===== src/rtl/piso_pkg.sv =====
`default_nettype none
// ============================================================================
// Module      : piso_pkg
// Description : Shared types and helpers for the piso_tx serial transmitter.
//               - piso_state_t : FSM state encoding (IDLE / SHIFT)
//               - cnt_width()  : bit-counter width for a given word width
// Revision    : 1.0 - initial release
// ============================================================================
package piso_pkg;

  typedef enum logic [0:0] {
    IDLE  = 1'b0,
    SHIFT = 1'b1
  } piso_state_t;

  // Narrowest counter width that is still at least one bit wide.
  localparam int unsigned c_MIN_CNT_W = 1;

  function automatic int unsigned cnt_width(input int unsigned width);
    int unsigned w;
    w = $clog2(width);
    return (w < c_MIN_CNT_W) ? c_MIN_CNT_W : w;
  endfunction

endpackage : piso_pkg
`default_nettype wire


===== src/rtl/piso_tx.sv =====
`default_nettype none
// ============================================================================
// Module      : piso_tx
// Description : Parallel-in / serial-out transmitter. Accepts a WIDTH-bit
//               word on a valid/ready handshake and shifts it out one bit
//               per clock with a bit-valid and end-of-word marker. Gapless
//               back-to-back words are taken on the last-bit cycle.
// Ports       : clk      - rising-edge clock
//               rst      - synchronous active-high reset
//               p_in     - parallel word (sampled only on accept)
//               p_valid  - p_in holds a word to send
//               p_ready  - word can be accepted this cycle (combinational)
//               s_out    - serial data bit (registered)
//               s_valid  - s_out carries a word bit (registered)
//               s_last   - s_out is the final bit of the word (registered)
//               busy     - a word is being shifted
// Revision    : 1.0 - initial release
// ============================================================================
module piso_tx
  import piso_pkg::*;
#(
  parameter int WIDTH     = 4,
  parameter bit MSB_FIRST = 1'b1
) (
  input  logic             clk,
  input  logic             rst,
  input  logic [WIDTH-1:0] p_in,
  input  logic             p_valid,
  output logic             p_ready,
  output logic             s_out,
  output logic             s_valid,
  output logic             s_last,
  output logic             busy
);

  localparam int unsigned        CNT_W    = cnt_width(WIDTH);
  localparam logic [CNT_W-1:0]   c_LAST   = CNT_W'(WIDTH - 1);
  localparam logic [CNT_W-1:0]   c_PENULT = CNT_W'(WIDTH - 2);

  piso_state_t      state_q, state_d;
  logic [CNT_W-1:0] cnt_q,   cnt_d;
  logic [WIDTH-1:0] sreg_q,  sreg_d;
  logic             s_out_q, s_out_d;
  logic             s_valid_q, s_valid_d;
  logic             s_last_q,  s_last_d;

  logic             w_last;
  logic             w_accept;
  logic             w_first_bit;
  logic [WIDTH-1:0] w_load_rem;
  logic             w_next_bit;
  logic [WIDTH-1:0] w_shift_rem;

  // The output bit is registered, so the shift register only holds the bits
  // not yet presented: on load the first bit goes straight to s_out and the
  // remainder is stored already shifted.
  generate
    if (MSB_FIRST) begin : g_msb_first
      assign w_first_bit = p_in[WIDTH-1];
      assign w_load_rem  = {p_in[WIDTH-2:0], 1'b0};
      assign w_next_bit  = sreg_q[WIDTH-1];
      assign w_shift_rem = {sreg_q[WIDTH-2:0], 1'b0};
    end else begin : g_lsb_first
      assign w_first_bit = p_in[0];
      assign w_load_rem  = {1'b0, p_in[WIDTH-1:1]};
      assign w_next_bit  = sreg_q[0];
      assign w_shift_rem = {1'b0, sreg_q[WIDTH-1:1]};
    end
  endgenerate

  // cnt_q is the index of the bit currently on s_out.
  assign w_last   = (state_q == SHIFT) && (cnt_q == c_LAST);
  assign p_ready  = !rst && ((state_q == IDLE) || w_last);
  assign w_accept = p_valid && p_ready;

  always_comb begin
    state_d   = state_q;
    cnt_d     = cnt_q;
    sreg_d    = sreg_q;
    s_out_d   = 1'b0;
    s_valid_d = 1'b0;
    s_last_d  = 1'b0;

    if (w_accept) begin
      // Covers both the idle load and the gapless reload on the last bit.
      state_d   = SHIFT;
      cnt_d     = '0;
      sreg_d    = w_load_rem;
      s_out_d   = w_first_bit;
      s_valid_d = 1'b1;
      s_last_d  = 1'b0;
    end else if (state_q == SHIFT) begin
      if (w_last) begin
        state_d = IDLE;
        cnt_d   = '0;
        sreg_d  = '0;
      end else begin
        cnt_d     = cnt_q + CNT_W'(1);
        sreg_d    = w_shift_rem;
        s_out_d   = w_next_bit;
        s_valid_d = 1'b1;
        s_last_d  = (cnt_q == c_PENULT);
      end
    end
  end

  always_ff @(posedge clk) begin
    if (rst) begin
      state_q   <= IDLE;
      cnt_q     <= '0;
      sreg_q    <= '0;
      s_out_q   <= 1'b0;
      s_valid_q <= 1'b0;
      s_last_q  <= 1'b0;
    end else begin
      state_q   <= state_d;
      cnt_q     <= cnt_d;
      sreg_q    <= sreg_d;
      s_out_q   <= s_out_d;
      s_valid_q <= s_valid_d;
      s_last_q  <= s_last_d;
    end
  end

  assign s_out   = s_out_q;
  assign s_valid = s_valid_q;
  assign s_last  = s_last_q;
  assign busy    = (state_q == SHIFT);

endmodule : piso_tx
`default_nettype wire


===== config.mk =====
export PLATFORM = sky130hd
export DESIGN_NAME = piso_tx
export DESIGN_NICKNAME = d
export VERILOG_FILES = /design/src/rtl/piso_pkg.sv /design/src/rtl/piso_tx.sv
export SDC_FILE = /design/constraint.sdc
export NUM_CORES = 1
export LEC_CHECK = 0
export BUFFER_PORTS_ARGS = -buffer_cell sky130_fd_sc_hd__buf_2
export CAP_MARGIN = 20
export CORE_AREA = 2 2 39 41
export CTS_CLUSTER_DIAMETER = 120
export DETAILED_ROUTE_END_ITERATION = 6
export DIE_AREA = 0 0 41 43
export PLACE_DENSITY = 0.55
export SLEW_MARGIN = 25
export SYNTH_ARGS = -nofsm -noshare
export SYNTH_HDL_FRONTEND = slang
export SYNTH_SLANG_ARGS = --single-unit

===== constraint.sdc =====
create_clock -name clk -period 1.05 [get_ports clk]
set_input_delay 0.21 -clock clk [delete_from_list [all_inputs] [get_ports clk]]
set_output_delay 0.21 -clock clk [all_outputs]
set_load 0.03 [all_outputs]

# [After elaboration in Yosys (flattened, before gate mapping)]
# Cells that the tools add are included.
[totals] regBits=9 inputBits=7 out_inout_bits=5 elab_cells=28
[op_classes] addsub=1 eq_ne=2 n_mux=10 bitwise_logic=1 n_reduce_logical=8
[op_table] cell="two-way mux 4 bit" n=3
[op_table] cell="two-way mux 1 bit" n=6
[op_table] cell="== test 2 bit, second input constant" n=2
[op_table] cell="OR reduction 4 bit" n=1
[op_table] cell="logical AND 1 bit" n=3
[op_table] cell="adder 2 x 1 -> 2 bit, second input constant" n=1
[op_table] cell="two-way mux 2 bit" n=1
[op_table] cell="nonzero test 2 bit" n=1
[op_table] cell="OR reduction 2 bit" n=1
[op_table] cell="logical NOT 1 bit" n=1
[op_table] cell="logical OR 1 bit" n=1
[op_table] cell="inverter 1 bit" n=1

# [Depth between registers and ports, before layout]
# Gate-level depths: netlist of the first run.
[depth] word_depth=6 ltp_mapped=5 depth_no_buf=5

# [Worst setup path after synthesis of the first run]
# No wires, ideal clock.
[synth_path] kind="flip-flop to output port" start="reg cnt_q[0]" end="out p_ready" arrival_time_ns=1.102 t_required_ns=0.840 setup_slack_ns=-0.262 stages_incl_launch_ff=4 path_buffers=0 path_cell_list="dfxtp_1 > ha_1 > nor2b_4 > nor2_1"
[synth_between] elab_chain_len=4
[synth_rtl] item="start: declaration" line="piso_tx.sv:41" source="logic [CNT_W-1:0] cnt_q, cnt_d;"
[synth_rtl] item="start signal: assignment" line="piso_tx.sv:117" source="cnt_q <= cnt_d;"
[synth_rtl] item="== test 2 bit" line="piso_tx.sv:72" source="assign w_last = (state_q == SHIFT) && (cnt_q == c_LAST);"
[synth_rtl] item="logical AND 1 bit" line="piso_tx.sv:72"
[synth_rtl] item="logical OR 1 bit" line="piso_tx.sv:73" source="assign p_ready = !rst && ((state_q == IDLE) || w_last);"
[synth_rtl] item="logical AND 1 bit" line="piso_tx.sv:73"
[synth_rtl] item="end: declaration" line="piso_tx.sv:29" source="output logic p_ready,"
# Every way passes these cells.

# [Worst setup path in the final report of the first run]
[layout_path] start="reg cnt_q[1]" end="out p_ready"
# Same word-level chain as after synthesis.

==> results of run 1 <==
[final cells by class]
type | count | share of cell area [%]
multi-input combinational | 28 | 38.60
sequential | 8 | 26.90
timing repair buffer | 21 | 26.90
clock buffer | 3 | 3.696
tap | 16 | 3.285
inverter | 1 | 0.6160
[per-layer routing]
metal,vias up,share of wire (%)
met2,9,53
met4,0,0
met3,0,4.6
met1,175,43
li1,187,-
met5,-,0
[placed cells by master, fill, tap and decap left out, drive strengths merged]
cell	instances
or2	1
nand4b	1
ha	2
nor3b	1
a21oi	3
and3b	1
inv	1
mux2i	3
dfxtp	8
o21ai	1
o22ai	2
buf	21
a22oi	1
nand3b	1
nand2	1
clkbuf	3
nor2b	1
nor2	7
a32oi	2
[logic make-up after synthesis]
logic type	after synthesis	share of synthesized area [%]
AO/OA/AOI/OAI	9	15.28
AND/OR/NAND/NOR	14	21.93
buffers and inverters	4	5.648
multiplexers	3	7.974
flip-flops	8	42.52
adder cells (fa/ha/maj)	2	6.643
[how the worst min path moves through the flow]
stage / endpoint / slack, ns / startpoint
floorplan: s_out / 0.37 / p_in[3]
global placement: s_out / 0.45 / sreg_q[3]
detailed placement: s_out / 0.46 / sreg_q[3]
CTS: s_out / 0.22 / p_in[3]
global route: s_out / 0.22 / p_in[3]
finish: s_out / 0.22 / p_in[3]
[what timing repair did]
action | CTS | global route
setup buffers | 5 | 0
pin swaps | 3 | 4
resized for setup | 14 | 3
setup endpoints to repair | 10 | 11
[stage by stage]
step | TNS (ns) | util (%) | total power [mW]
floorplan | 0 | - | 0.4192
global placement | -0.2220 | 34.90 | 0.4620
detailed placement | -0.4043 | 34.90 | 0.4634
CTS | -0.5593 | 42.77 | 0.7393
global route | -1.111 | 44.03 | 0.7809
finish | -0.6654 | 44.03 | 0.7355
[worst max-delay path, stage by stage, from the launching register on]
cell	delay, ns
dfxtp_2	0.33
ha_4	0.17
nor2b_4	0.14
nor2_4	0.04
buf_6	0.13
[registers in the layout (all words and copies together) (netlist names)]
signal / count
sreg_q: 3
s_last: 1
s_out: 1
s_valid: 1
cnt_q: 2
[power by group]
group          switching, mW  internal, mW  leakage [nW]  total (mW)
Combinational         0.0843        0.0849         0.196       0.169
Clock                  0.103         0.131        0.0138       0.234
Sequential            0.0112         0.321        0.0666       0.332
Total                  0.199         0.537         0.277       0.735
==> results.yml, run 1 <==
cells_and_area:
  final_cells: 77
  final_area_um2: 609.3
  fillers: 143
  area_growth_syn_to_layout_pct: 61.79
  diodes: 0
  register_area_um2: 163.9
  fin_nets: 72
  multi_input_area_um2: 235.2
  drive_above_1_share_pct: 55.74
placement:
  dp_hpwl_um: 611.1
  placed_cell_area_um2: 483.0
  dp.cells: 69
  gp_congestion: 0.7209
  numPortBuffers: 11
  place_ws_ns: -0.1039
clock_network:
  cts_buffers: 3
  cts_hold_buffers: 0
  cts-htree-levels: 1
  cts.path.max_buffers: 2
  worstSkewPairLatency_ns: 0.25
  root_buffer: "clkbuf_4"
  clk_pin_slew_worst_paths_ns: 0.06
  cts_sinks: 8
  cts_tree: "done"
synthesis:
  syn_avg_cell_area_um2: 9.415
  synthFlopType: "dfxtp_1"
  ys_top_cells_by_area: "dfxtp_1 43%, mux2i_1 8.0%, nor2_1 7.0%"
  synth_top_area_cell: "dfxtp_1"
  yosys-top-cells-count: "8 x dfxtp_1, 7 x nor2_1, 3 x a21oi_1, 3 x mux2i_1"
  ys_seq_area_share_pct: 42.52
  synth_top_area_share_pct: 42.52
  synth_nets: 49
  yosys_warnings: 0
  ys_types: 19
  synth_edf_count: 0
  synth-seq-cells: 8
  syn-cell-area_um2: 376.6
  synthMostInstantiatedCell: "dfxtp_1"
  syn-instance-count: 40
  synthArstFlopShare_pct: 0
global_routing:
  grt_overflow: 0
  antenna_found_initial: 0
  grt_pass1_wl_mm: 1.490
  met1_usage_pct: 15.86
  grtUsageMet2_pct: 16.88
  busiest_layer: "met2"
  grt_pass1_vias: 361
  grt_usage_pct: 12.58
  met3_usage_pct: 6.806
  grt_max_degree: 12
floorplanning:
  die_area_mm2: 0.001763
  start_util_pct: 27.22
  die_w_um: 41
  ioPinCount: 12
  core_mm2: 0.001384
  std_cell_rows: 14
  die-height_um: 43
sta:
  setup_slack_ns: -0.2200
  drv_slew: 0
  hold_viol_final: 0
  worst_clock_skew_ns: 0.003242
  setup_violations: 7
  hold_ws_ns: 0.2214
  tightest_slew_ns: 0.2779
  fin_crit_sh_pct: 121.0
  min_period_ns: 1.270
  slew_headroom_pct: 81.47
  fmax_ghz: 0.7874
  rsz0062_at_grt: "yes"
route:
  drtIter0Drc: 9
  ant_nets: 0
  wl_mm: 1.007
  route.vias.total: 371
  drc: 0
  viasPerCell: 4.818
  drtPass1Iterations: 3
  wire_per_inst_um: 13.08
setup_path:
  r2r_cells: 6
  worstPathMaxFanout: 2
  crit_path_start: "cnt_q[1]"
  regToRegStartpoint: "cnt_q[1]"
  setup.worst_path.class: "register to primary output"
  cp_data_required_time_ns: 0.84
  worst_setup_path_end_kind: "primary output"
  r2r_end: "sreg_q[2]"
  critPathCapture: "p_ready"
  cp-start-kind: "register"
  arrival_ns: 1.06
  r2r_slack_ns: -0.12
outcome:
  outcome: "finished, violations left"
  violations: "setup timing"
power:
  pwr_density_cell_mw_per_mm2: 1207
  ir_drop_uv: 713.3
  p_leak_nw: 0.2767
run:
  cap_violations: 0
worst_hold_path:
  hold_depth: 3
  hold_class: "primary input to register"
Power figures use the tool's default switching activity.
==> inputs of run 2 (changes only) <==
Settings changed: CORE_AREA 2 2 39 41 to 8 8 45 47, DIE_AREA 0 0 41 43 to 0 0 53 55.
==> run 2 against run 1 <==
  * The flow still finishes with violations (setup timing)
  * Clock power about the same
  * Non-clock buffer count increased by 2
  * Combinational power increased by 4%
  * Global-route usage decreased by 5.5 points
  * Design area increased by 2.5%
  * First-iteration DRC count decreased by 44%
  * Clock skew increased by 0.0021 ns
  * Fmax about the same
  * Via count decreased by 0.81%
  * Core utilization increased by 1.1 points
  * Routed wire length decreased by 3.8%
  * Clock-buffer cell count unchanged
  * Largest power group unchanged
==> results.yml, run 2 (same netlist as run 1, synthesis figures left out) <==
global_routing:
  grt_max_degree: 12
  grt_overflow: 0
  grt_pass1_vias: 342
  antenna_found_initial: 0
  grt_pass1_wl_mm: 1.462
  grt_usage_pct: 7.065
cells_and_area:
  top_regs: "sreg_q x3, cnt_q x2"
  final_area_um2: 624.3
  multi_input_area_um2: 231.5
  largest-register: "sreg_q"
  area_growth_syn_to_layout_pct: 65.78
  largest_register_ffs: 3
  drive_above_1_share_pct: 55.56
  mostFrequentLayoutCells: "8 x buf_2, 8 x buf_6, 7 x buf_4"
  register_area_um2: 163.9
  final_util_pct: 45.12
  fin_nets: 74
  diodes: 0
  fillers: 144
sta:
  setup_slack_ns: -0.2197
  setup_violations: 8
  tightest_slew_ns: 0.2385
  finalSetupTns_ns: -0.6987
  fin_crit_sh_pct: 120.9
  hold_viol_final: 0
  drv_slew: 0
  slew_headroom_pct: 84.10
  min_period_ns: 1.270
  worst_clock_skew_ns: 0.005352
  rsz0062_at_grt: "yes"
  fmax_ghz: 0.7876
  hold_ws_ns: 0.2132
clock_network:
  cts_tree: "done"
  worstSkewPairLatency_ns: 0.25
  clk_pin_slew_worst_paths_ns: 0.06
  cts_sinks: 8
  cts.path.max_buffers: 2
  root_buffer: "clkbuf_4"
  cts-htree-levels: 1
  cts_buffers: 3
placement:
  placed_cell_area_um2: 490.5
  numPortBuffers: 11
  dp_hpwl_um: 633.9
  gp_congestion: 0.7526
floorplanning:
  die_w_um: 53
  ioPinCount: 12
  die_area_mm2: 0.002915
  core_mm2: 0.001384
  start_util_pct: 27.22
  std_cell_rows: 14
  die-height_um: 55
setup_path:
  critPathMaxStageDelay_ns: 0.33
  cp-start-kind: "register"
  path_cells: "ha_4 > nor2b_4 > nor2_4 > buf_6"
  cp_data_required_time_ns: 0.84
  r2r_slack_ns: -0.15
  crit_family: "flip-flops"
  arrival_ns: 1.06
  worstPathMaxFanout: 2
  cpMaxStageDelayCell: "dfxtp_2"
  r2r_cells: 7
  r2r_end: "cnt_q[1]"
  worst_setup_path_end_kind: "primary output"
  path_buf_inv: 1
  regToRegStartpoint: "cnt_q[0]"
  setup.worst_path.class: "register to primary output"
route:
  drtIter0Drc: 5
  wl_um: 969
  met3_length_um: 84
  ant_nets: 0
  wl_met2_um: 469
  viasPerCell: 4.658
  drtPass1Iterations: 2
  drc: 0
  route.vias.total: 368
  drt-met1-wl_um: 401
  routed.top_layer: "met4"
  wire_per_inst_um: 12.27
power:
  ir_drop_uv: 525.2
  clockPowerShare_pct: 31.9
  power_frac_seq_pct: 44.5
  pwr_density_cell_mw_per_mm2: 1189
  switchingPower_uw: 198.5
  pwr-share-comb_pct: 23.6
  switching_share_pct: 26.74
  internal_power_uw: 543.7
  p_leak_nw: 0.2799
worst_hold_path:
  hold_class: "primary input to register"
  hold_depth: 2
  hp-start: "rst"
  holdPathEnd: "s_valid"
run:
  cap_violations: 0
outcome:
  violations: "setup timing"
  outcome: "finished, violations left"
## run 2: cell types whose count changed in the layout (fill, tap and decap cells not counted), sizes merged
cell,previous run,this run
buf,21,23
## run 2: repair_timing
item | in CTS | in global routing
buffers inserted | 5 | 2
setup endpoints to repair | 9 | 11
hold buffers | 0 | 0
gates resized for setup | 12 | 5
pin swaps | 4 | 5
## run 2: cell type report
type                       instances  share of cell area [%]
multi-input combinational         28                   37.07
tap                               16                   3.206
sequential                         8                   26.25
clock buffer                       3                   3.607
timing repair buffer              23                   29.26
inverter                           1                  0.6012
## run 2: metal layers
layer / track usage (%) / vias to the layer above
li1: - / 187
met1: 7.187 / 167
met2: 10.55 / 12
met3: 4.278 / 2
met4: 5.172 / 0
met5: 0 / -
## run 2: power by group through the flow
| stage | Sequential [mW] | Clock [mW] | Combinational (mW) |
|---|---|---|---|
| 6_report | 0.331 | 0.237 | 0.175 |
| 5_1_grt | 0.332 | 0.268 | 0.186 |
| 4_1_cts | 0.330 | 0.252 | 0.162 |
| 3_5_place_dp | 0.334 | 0 | 0.131 |
| 3_3_place_gp | 0.335 | 0 | 0.130 |
| 2_1_floorplan | 0.346 | 0 | 0.0729 |
## run 2: how the worst max path moves through the flow
stage / startpoint / slack [ns] / cells after the start / end
floorplan: cnt_q[0] / 0.008 / 3 / p_ready
global placement: cnt_q[0] / -0.06 / 5 / s_out
detailed placement: cnt_q[1] / -0.07 / 5 / sreg_q[2]
CTS: cnt_q[1] / -0.22 / 4 / p_ready
global route: cnt_q[1] / -0.26 / 4 / p_ready
finish: cnt_q[1] / -0.22 / 4 / p_ready
## run 2: through the flow
| step | power [mW] | instances | setup WS (ns) |
|---|---|---|---|
| 2_1_floorplan | 0.4192 | 40 | 0.007862 |
| 3_3_place_gp | 0.4653 | 70 | -0.06365 |
| 3_5_place_dp | 0.4657 | 70 | -0.07197 |
| 4_1_cts | 0.7438 | 78 | -0.2219 |
| 5_1_grt | 0.7862 | 79 | -0.2627 |
| 6_report | 0.7422 | 79 | -0.2197 |
